**src/rtl/hamdec_pkg.sv**
```systemverilog
// rtl/hamdec_pkg.sv - shared state encoding, flag codes and codeword bit positions for the SEC-DED engine
package hamdec_pkg;

   typedef enum logic [2:0] {
      S_IDLE,
      S_RD_LO,
      S_RD_HI,
      S_CAP,
      S_DEC,
      S_WR_LO,
      S_WR_HI,
      S_DONE
   } state_t;

   localparam logic [1:0] FLAG_CLEAN  = 2'b00;
   localparam logic [1:0] FLAG_SINGLE = 2'b01;
   localparam logic [1:0] FLAG_DOUBLE = 2'b10;

   // Check-bit positions inside the 16-bit codeword; bit 0 is overall parity
   localparam int P16 = 0;
   localparam int P1  = 1;
   localparam int P2  = 2;
   localparam int P4  = 4;
   localparam int P8  = 8;

endpackage

```
**src/rtl/hamming_secded_dec.sv**
```systemverilog
// rtl/hamming_secded_dec.sv - combinational SEC-DED decode of one 16-bit codeword into flags and 11 data bits
module hamming_secded_dec
   import hamdec_pkg::*;
(
   input  logic [15:0] i_cw,
   output logic [1:0]  o_flags,
   output logic [10:0] o_data
);

   logic [3:0]  w_syn;
   logic        w_par;
   logic [15:0] w_fix;

   always_comb begin
      w_syn   = '0;
      w_par   = ^i_cw;
      w_fix   = i_cw;
      o_flags = FLAG_CLEAN;
      for (int k = 1; k < 16; k++) begin
         if (i_cw[k]) begin
            w_syn = w_syn ^ 4'(k);
         end
      end
      if (w_syn == 4'd0) begin
         // Zero syndrome with odd parity means only the overall parity bit flipped
         if (w_par) begin
            o_flags = FLAG_SINGLE;
         end
      end else if (w_par) begin
         w_fix[w_syn] = ~w_fix[w_syn];
         o_flags      = FLAG_SINGLE;
      end else begin
         o_flags = FLAG_DOUBLE;
      end
      o_data = {w_fix[15:P8+1], w_fix[P8-1:P4+1], w_fix[P4-1]};
   end

endmodule

```
**src/rtl/hamming_secded_engine.sv**
```systemverilog
// rtl/hamming_secded_engine.sv - batch SEC-DED decoder sharing a byte-wide memory port
// Optional error counters are enabled with HAMDEC_STATS_EN.
module hamming_secded_engine
   import hamdec_pkg::*;
#(
   parameter int SRC_BASE  = 64,
   parameter int DST_BASE  = 94,
   parameter int NUM_WORDS = 15,
   parameter int AW        = 8
) (
   input  logic          CLK,
   input  logic          reset,
   input  logic          start,
   output logic          halt,
   output logic [AW-1:0] mem_addr,
   output logic          mem_rd_en,
   input  logic [7:0]    mem_rdata,
   output logic          mem_wr_en,
`ifdef HAMDEC_STATS_EN
   output logic [7:0]    mem_wdata,
   output logic [6:0]    single_cnt,
   output logic [6:0]    double_cnt
`else
   output logic [7:0]    mem_wdata
`endif
);

   state_t      r_state;
   state_t      w_next;
   logic [6:0]  r_idx;
   logic [15:0] r_cw;
   logic [15:0] r_result;
   logic        r_halt;

   logic [1:0]    w_flags;
   logic [10:0]   w_data;
   logic          w_last;
   logic [AW-1:0] w_src_addr;
   logic [AW-1:0] w_dst_addr;

   hamming_secded_dec u_dec (
      .i_cw    (r_cw),
      .o_flags (w_flags),
      .o_data  (w_data)
   );

   assign w_last     = (r_idx == 7'(NUM_WORDS - 1));
   assign w_src_addr = AW'(SRC_BASE) + AW'({r_idx, 1'b0});
   assign w_dst_addr = AW'(DST_BASE) + AW'({r_idx, 1'b0});
   assign halt       = r_halt;

   always_ff @(posedge CLK or negedge reset) begin
      if (!reset) begin
         r_state <= S_IDLE;
      end else begin
         r_state <= w_next;
      end
   end

   always_comb begin
      w_next = r_state;
      unique case (r_state)
         S_IDLE:  if (start) w_next = S_RD_LO;
         S_RD_LO: w_next = S_RD_HI;
         S_RD_HI: w_next = S_CAP;
         S_CAP:   w_next = S_DEC;
         S_DEC:   w_next = S_WR_LO;
         S_WR_LO: w_next = S_WR_HI;
         S_WR_HI: w_next = w_last ? S_DONE : S_RD_LO;
         S_DONE:  w_next = S_IDLE;
         default: w_next = S_IDLE;
      endcase
   end

   // Read data arrives one cycle after the strobe, so each byte lands one state later
   always_ff @(posedge CLK or negedge reset) begin
      if (!reset) begin
         r_idx    <= '0;
         r_cw     <= '0;
         r_result <= '0;
         r_halt   <= 1'b0;
      end else begin
         unique case (r_state)
            S_IDLE: begin
               if (start) begin
                  r_halt <= 1'b0;
                  r_idx  <= '0;
               end
            end
            S_RD_HI: r_cw[7:0]  <= mem_rdata;
            S_CAP:   r_cw[15:8] <= mem_rdata;
            S_DEC:   r_result   <= {w_flags, 3'b000, w_data};
            S_WR_HI: if (!w_last) r_idx <= r_idx + 7'd1;
            S_DONE:  r_halt <= 1'b1;
            default: ;
         endcase
      end
   end

   always_comb begin
      mem_addr  = '0;
      mem_rd_en = 1'b0;
      mem_wr_en = 1'b0;
      mem_wdata = '0;
      unique case (r_state)
         S_RD_LO: begin
            mem_rd_en = 1'b1;
            mem_addr  = w_src_addr;
         end
         S_RD_HI: begin
            mem_rd_en = 1'b1;
            mem_addr  = w_src_addr + AW'(1);
         end
         S_WR_LO: begin
            mem_wr_en = 1'b1;
            mem_addr  = w_dst_addr;
            mem_wdata = r_result[7:0];
         end
         S_WR_HI: begin
            mem_wr_en = 1'b1;
            mem_addr  = w_dst_addr + AW'(1);
            mem_wdata = r_result[15:8];
         end
         default: ;
      endcase
   end

`ifdef HAMDEC_STATS_EN
   logic [6:0] r_single_cnt;
   logic [6:0] r_double_cnt;

   always_ff @(posedge CLK or negedge reset) begin
      if (!reset) begin
         r_single_cnt <= '0;
         r_double_cnt <= '0;
      end else if (r_state == S_IDLE && start) begin
         r_single_cnt <= '0;
         r_double_cnt <= '0;
      end else if (r_state == S_DEC) begin
         if (w_flags == FLAG_SINGLE) r_single_cnt <= r_single_cnt + 7'd1;
         if (w_flags == FLAG_DOUBLE) r_double_cnt <= r_double_cnt + 7'd1;
      end
   end

   assign single_cnt = r_single_cnt;
   assign double_cnt = r_double_cnt;
`endif

endmodule
```
**config.mk**
```make
export PLATFORM = sky130hd
export DESIGN_NAME = hamming_secded_engine
export DESIGN_NICKNAME = d
export VERILOG_FILES = /design/src/rtl/hamdec_pkg.sv /design/src/rtl/hamming_secded_dec.sv /design/src/rtl/hamming_secded_engine.sv
export SDC_FILE = /design/constraint.sdc
export NUM_CORES = 1
export LEC_CHECK = 0
export ABC_AREA = 1
export CAP_MARGIN = 40
export CORE_MARGIN = 2
export CORE_UTILIZATION = 36
export DETAILED_ROUTE_END_ITERATION = 8
export HOLD_SLACK_MARGIN = 0.08
export PLACE_DENSITY = 0.63
export SYNTH_ARGS = -nofsm -noshare
export SYNTH_HDL_FRONTEND = slang
export SYNTH_SLANG_ARGS = --single-unit
```
**constraint.sdc**
```tcl
create_clock -name CLK -period 1.7 [get_ports CLK]
set_clock_uncertainty 0.05 [all_clocks]
set_input_delay 0.17 -clock CLK [delete_from_list [all_inputs] [get_ports CLK]]
set_output_delay 0.17 -clock CLK [all_outputs]
set_load 0.05 [all_outputs]
```
# == Yosys cells after proc, flatten, opt, wreduce, memory -nomap -nowiden ==
# Index checks and enable logic that the tools add are counted.
# word_totals
register_bits,40
latchBits,0
ramBits,0
mem_bits_ro,0
out_inout_bits,19
word_cells,85
mem_count,0
# classes
add_sub_neg,5
n_mul,0
n_div,0
order_cmp,2
n_eq_ne,10
n_shift,0
muxes,37
bitwise_logic,15
reduce_logical,10
# ops
cell,n
16-bit 2-to-1 mux,2
4-bit 2-to-1 mux,8
8-bit one-hot mux with 4 select lines,1
3-bit one-hot mux with 8 select lines,1
3-bit 2-to-1 mux,6
7-bit by 8-bit adder with 8-bit output (first input constant),2
8-bit by 1-bit adder with 8-bit output (second input constant),2
16-bit bitwise mux,1
8-bit one-hot mux with 2 select lines,1
16-bit XOR reduction,1
7-bit 2-to-1 mux,2
7-bit one-hot mux with 2 select lines,1
3-bit == test (second input constant),4
2-bit inverter,6
3-bit inverter,4
2-bit 2-to-1 mux,4
7-bit by 1-bit adder with 7-bit output (second input constant),1
7-bit by 4-bit == test with 1-bit output (second input constant),1
1-bit 2-to-1 mux,7
3-bit by 2-bit == test with 1-bit output (second input constant),2
4-bit by 5-bit less-than comparator with 1-bit output (second input constant),1
1-bit binary-select mux with 4-bit select,1
1-bit demux with 4-bit select,1
4-bit by 1-bit greater-or-equal comparator with 1-bit output (second input constant),1
other kinds (13),18

# == Logic depth before layout (Yosys ltp) ==
# logic_depth
depth_word,33
ltp_mapped,20
ltp_nobuf,18

# == Cells and area by module ==
# From an unflattened synthesis, not the netlist that was laid out.
# unflattened
hier_cells,410
hier_area_um2,2894.0
# modules_own_cells
module,instances,cells_per_inst,area_each_um2,seq_area_each_um2
hamming_secded_engine,1,243,2052.0,1001.0
hamming_secded_dec,1,167,842.1,0.0

# == Least setup slack after synthesis ==
# Ideal clock, no wire load.
# synth_path
path_kind,reg2out
startpoint,register r_state[0]
endpoint,output mem_addr[7]
arrival_time_ns,3.226
slack_ns,-1.746
stages_incl_launch_ff,6
n_path_buf,0
cell_sequence,dfrtp_1 > nor2_1 > nand2_1 > nand2_1 > inv_1 > o31ai_1
# synth_via
elab_chain_cells,2
# synth_rtl
element,line,text
from (decl),hamming_secded_engine.sv:28,state_t r_state;
from (signal assigned),hamming_secded_engine.sv:56,r_state <= w_next;
"3-bit == test, or another cell as far along",hamming_secded_engine.sv:105,unique case (r_state)
8-bit one-hot mux with 4 select lines *,hamming_secded_engine.sv:105,
to (decl),hamming_secded_engine.sv:15,"output logic [AW-1:0] mem_addr,"
# Mark *: on every way between the ends. The rest lies on a longest branch, timed or not.

# == Worst setup path after layout ==
# layout_path
startpoint,register r_cw[5]
endpoint,register r_result[8]
# layout_via
elab_chain_cells,24
# layout_rtl
element,line,text
from (decl),hamming_secded_engine.sv:31,logic [15:0] r_cw;
from (signal assigned),hamming_secded_engine.sv:90,S_RD_HI: r_cw[7:0] <= mem_rdata;
3-bit 2-to-1 mux,hamming_secded_dec.sv:20,if (i_cw[k]) begin
2-bit inverter (no source line),-,
3-bit 2-to-1 mux,hamming_secded_dec.sv:20,
3-bit inverter (no source line),-,
3-bit 2-to-1 mux,hamming_secded_dec.sv:20,
4-bit 2-to-1 mux (4 in series),hamming_secded_dec.sv:20,
2-bit inverter (no source line),-,
4-bit 2-to-1 mux,hamming_secded_dec.sv:20,
[5 not listed],-,
4-bit 2-to-1 mux,hamming_secded_dec.sv:20,
4-bit by 5-bit less-than comparator with 1-bit output (implied by the code) or 4-bit by 1-bit greater-or-equal comparator with 1-bit output (tied branches),hamming_secded_dec.sv:30,w_fix[w_syn] = ~w_fix[w_syn];
1-bit logical AND (implied by the code),hamming_secded_dec.sv:30,
1-bit 2-to-1 mux (implied by the code),hamming_secded_dec.sv:30,
1-bit demux with 4-bit select,-,
16-bit bitwise mux,hamming_secded_dec.sv:30,
16-bit 2-to-1 mux,hamming_secded_dec.sv:29,end else if (w_par) begin
16-bit 2-to-1 mux *,hamming_secded_dec.sv:24,if (w_syn == 4'd0) begin
to (signal assigned),hamming_secded_engine.sv:92,"S_DEC: r_result <= {w_flags, 3'b000, w_data};"
to (decl),hamming_secded_engine.sv:32,logic [15:0] r_result;
# Mark *: on every way between the ends. The rest lies on a longest branch, timed or not. The select of a mux whose other input is x is not followed.
# A chain may end at the register's enable or synchronous reset.

==> out/qor_table.md <==
| Step | Result | This run |
| --- | --- | --- |
| status | Status | finished, violations left |
| status | Violations in the final reports | setup timing |
| final layout | Final nets | 557 |
| floorplan | Die height | 91.9 um |
| global route | Wire length of the first global-routing pass | 14.4 mm |
| synthesis | Post-Synth Adder-Cell Area | 0.0135 |
| cts | Worst-Skew Late Latency | 0.30 ns |
| cts | TritonCTS clock tree | yes |
| synthesis | Count of distinct cell types in the synthesized netlist | 36 |
| route | Number of optimization iterations in the first detailed-route pass | 4 |
| timing | Peak clock frequency supported by timing | 0.460 GHz |
| timing | Relative slew slack | 0.655 |
| global route | Global-route layer with the greatest usage | met2 |
| timing | PnR worst setup slack | -0.474 ns |
| synthesis | Share of the synthesized netlist area taken by xor and xnor gates | 0.0558 |
| synthesis | Count of synthesis-stage warnings from yosys | 0 |
| cts | Root buffer selected by CTS | sky130_fd_sc_hd__clkbuf_8 |
| global route | Gr ovfl total | 0 |
| route | DRC violation total after the first TritonRoute iteration | 151 |
| synthesis | Synthesized instance count | 419 |
| final layout | Most common cell after layout, fill and taps aside | sky130_fd_sc_hd__nand2_1 |
| timing | Unrepaired setup endpoints after global routing | true |
| timing | Final Hold Violating Endpoints | 0 |
| placed design | Post-detailed-placement cell area | 0.00417 sq mm |
| critical path | Kind of critical path | reg2reg |
| critical path | Max FO, Critical Path | 5 |
| global route | Met1 track utilization from global routing | 0.238 |
| floorplan | Starting density of the core | 0.365 |
| final layout | Number of diodes | 0 |
| route | Count of unresolved DRC violations after routing | 0 |
| critical path | Reg-to-reg setup timing slack | -0.47 ns |
| synthesis | Compound-gate portion of the synthesized area | 0.101 |
| final layout | Layout overhead on the synthesized area | 76.6% |
| final layout | Post-route design area | 0.00491 sq mm |
| synthesis | Multiplexer share of the synthesized area | 0 |
| global route | Met3 Resource Use GR | 0.0353 |
| global route | GR Util met2 | 0.404 |
| floorplan | Core Region | 0.00761 sq mm |
| timing | Final setup violation count | 31 |
| placed design | I/O Buffers | 29 |
| route | Average via count per standard cell | 4.91 |
| cts | Number of buffers inserted during clock tree synthesis | 5 |
| global route | Initial antenna violation count | 0 |
| final layout | Share of final-layout standard cells stronger than drive strength 1 | 0.465 |
| route | Average wire per cell in the routed design | 13.7 um |
| critical path | Required time at the worst-slack endpoint | 1.85 ns |
| timing | Slew at the pin closest to its max-slew limit | 0.518 ns |
| route | WL final | 8.84 mm |
| synthesis | Syn nets | 433 |
| cts | Number of clock sinks | 40 |
| critical path | Setup crit end kind | register |
| global route | Vias in the first global route | 3202 |
| final layout | Storage cell area | 0.00101 sq mm |
| synthesis | Share of synthesized cell area in and, or, nand and nor gates | 0.367 |
| cts | Clock Pin Slew Worst Setup and Hold Paths | 0.08 ns |
| floorplan | X dimension of the die | 91.9 um |
| floorplan | Row count | 32 |
| final layout | Commonest cells after routing, fill and taps aside | sky130_fd_sc_hd__nand2_1 (109), sky130_fd_sc_hd__buf_4 (83), sky130_fd_sc_hd__inv_1 (42) |
| critical path | Crit path DAT | 2.33 ns |
| floorplan | Die footprint | 0.00844 sq mm |
| global route | Global-route usage over all layers | 0.214 |
| synthesis | Biggest area contributors in the synthesized netlist | sky130_fd_sc_hd__dfrtp_1 (36%), sky130_fd_sc_hd__nand2_1 (17%), sky130_fd_sc_hd__inv_1 (7.2%) |
| global route | Pin count of the biggest net entering global routing | 41 |
| floorplan | Count of boundary I/O pins | 30 |
| cts | Buffer depth of the longest clock path | 2 |
| route | Routed via count | 3171 |
| final layout | Area occupied by multi-input gates | 0.00210 sq mm |
| route | ANT nets after route | 0 |
| placed design | Half-perimeter wire length of the detailed placement result | 6.05 mm |
| cts | H-tree Lvls | 2 |
| critical path | Startpoint type of the worst setup path | register |
| synthesis | Combined area of all synthesized cells | 0.00278 sq mm |
| hold path | Type of the most critical hold path | in2reg |
| synthesis | Number of synthesized register bits | 40 |
| final layout | Filler Cells Inserted | 600 |
| synthesis | Mean Syn Cell Area | 6.64 sq um |
| synthesis | Synth area leader | sky130_fd_sc_hd__dfrtp_1 |
| placed design | Final Wtd Congestion | 0.910 |
| timing | Final period demand of the worst path | 2.17 ns |
| synthesis | Sequential-to-total area share from yosys stat | 0.360 |
| flow run | Max Cap Violations | 0 |
| synthesis | Dominant combinational cell family by area after synthesis | simple AND/OR/NAND/NOR gates |
| timing | Fin. max-slew vios | 0 |
| synthesis | Area fraction of the dominant cell type after synthesis | 0.360 |
| timing | Portion of the clock cycle consumed by the worst path in the final layout | 1.28 |
[critical path: stages (launching register included)]
cell and delay (ns):
sky130_fd_sc_hd__dfrtp_1 0.44, sky130_fd_sc_hd__buf_4 0.17, sky130_fd_sc_hd__xnor2_2 0.16, sky130_fd_sc_hd__xor2_1 0.20
sky130_fd_sc_hd__buf_4 0.17, sky130_fd_sc_hd__nand2_1 0.07, sky130_fd_sc_hd__nand2_2 0.13, sky130_fd_sc_hd__inv_2 0.08
sky130_fd_sc_hd__buf_4 0.14, sky130_fd_sc_hd__nand2_2 0.10, sky130_fd_sc_hd__nor2_1 0.08, sky130_fd_sc_hd__nor2_1 0.14
sky130_fd_sc_hd__nor2_1 0.06, sky130_fd_sc_hd__nand2_1 0.06, sky130_fd_sc_hd__nand2_1 0.04
[worst paths after layout]
path / startpoint / endpoint / depth (start not counted)
setup / recovery: r_cw[5] / r_result[8] / 14
hold / removal: mem_rdata[0] / r_cw[8] / 3
setup reg to reg: r_cw[5] / r_result[8] / 14
hold reg to reg: r_result[5] / r_result[5] / 2
max in group asynchronous: reset / r_cw[15] / 3
min in group asynchronous: reset / halt / 3
[area by class of cell]
class	instances	area share
multi-input combinational	309	0.428
timing repair buffer	126	0.265
sequential	40	0.206
inverter	61	0.0502
tap	102	0.0260
clock buffer	6	0.0168
clock inverter	2	0.00790
[cell usage after synthesis]
library cell / number
sky130_fd_sc_hd__nor3_1: 3
sky130_fd_sc_hd__nand2_1: 127
sky130_fd_sc_hd__nand4_1: 1
sky130_fd_sc_hd__buf_6: 1
sky130_fd_sc_hd__nor3b_1: 2
sky130_fd_sc_hd__inv_1: 53
sky130_fd_sc_hd__xor2_2: 1
sky130_fd_sc_hd__or2_0: 1
sky130_fd_sc_hd__nand2_2: 8
sky130_fd_sc_hd__xor2_1: 5
sky130_fd_sc_hd__ha_1: 3
sky130_fd_sc_hd__xnor2_1: 9
sky130_fd_sc_hd__o21a_1: 1
sky130_fd_sc_hd__nand2b_1: 1
sky130_fd_sc_hd__inv_4: 1
sky130_fd_sc_hd__a22o_1: 3
sky130_fd_sc_hd__nor2_2: 1
sky130_fd_sc_hd__o21ai_0: 28
sky130_fd_sc_hd__or2_2: 1
sky130_fd_sc_hd__clkinv_1: 2
sky130_fd_sc_hd__buf_4: 2
sky130_fd_sc_hd__nand3_2: 2
sky130_fd_sc_hd__o31ai_1: 1
sky130_fd_sc_hd__dfrtp_1: 40
sky130_fd_sc_hd__xnor2_2: 1
sky130_fd_sc_hd__nand2_4: 1
sky130_fd_sc_hd__nor2_1: 50
sky130_fd_sc_hd__nand3_1: 39
sky130_fd_sc_hd__a21oi_1: 9
sky130_fd_sc_hd__inv_2: 5
sky130_fd_sc_hd__o22ai_1: 7
sky130_fd_sc_hd__nor2_4: 1
sky130_fd_sc_hd__buf_2: 2
sky130_fd_sc_hd__clkbuf_1: 5
sky130_fd_sc_hd__a32o_1: 1
sky130_fd_sc_hd__nor4_1: 1
[stage by stage]
stage | cells | hold slack [ns] | setup TNS, ns | setup WS (ns) | utilization
6_report | 646 | 0.385 | -8.15 | -0.474 | 0.645
5_1_grt | 646 | 0.412 | -11.39 | -0.598 | 0.645
4_1_cts | 640 | 0.381 | -6.69 | -0.398 | 0.625
3_5_place_dp | 615 | 0.221 | -6.60 | -0.554 | 0.548
3_3_place_gp | 615 | 0.220 | -5.31 | -0.448 | 0.548
2_1_floorplan | 419 | -0.176 | -5.63 | -0.369 | -
[routing by layer]
layer / up-vias / part of all wire
li1: 1578 / -
met1: 1487 / 0.39
met2: 76 / 0.54
met3: 30 / 0.037
met4: 0 / 0.038
met5: - / 0
[logic make-up after synthesis]
logic type               Yosys count
AND/OR/NAND/NOR                  239
XOR/XNOR                          16
AO/OA/AOI/OAI                     50
adder cells (fa/ha/maj)            3
buffers and inverters             71
flip-flops                        40
[state kept, by name (all words and copies together), names as in the netlist]
| register | count |
|---|---|
| r_result | 13 |
| r_idx | 7 |
| r_state | 3 |
| r_cw | 16 |
| halt | 1 |
[timing repair]
action | CTS | global route
endpoints found under the hold margin | 40 | 0
buffers inserted | 18 | 6
hold buffers | 1 | 0
setup endpoints to repair | 31 | 45
gates cloned | 1 | 0
resized for setup | 80 | 26
pin swaps | 34 | 10
Power is left out: the tool's default activity adds up to more than one toggle a clock period on the data nets, which glitch-free logic cannot reach.
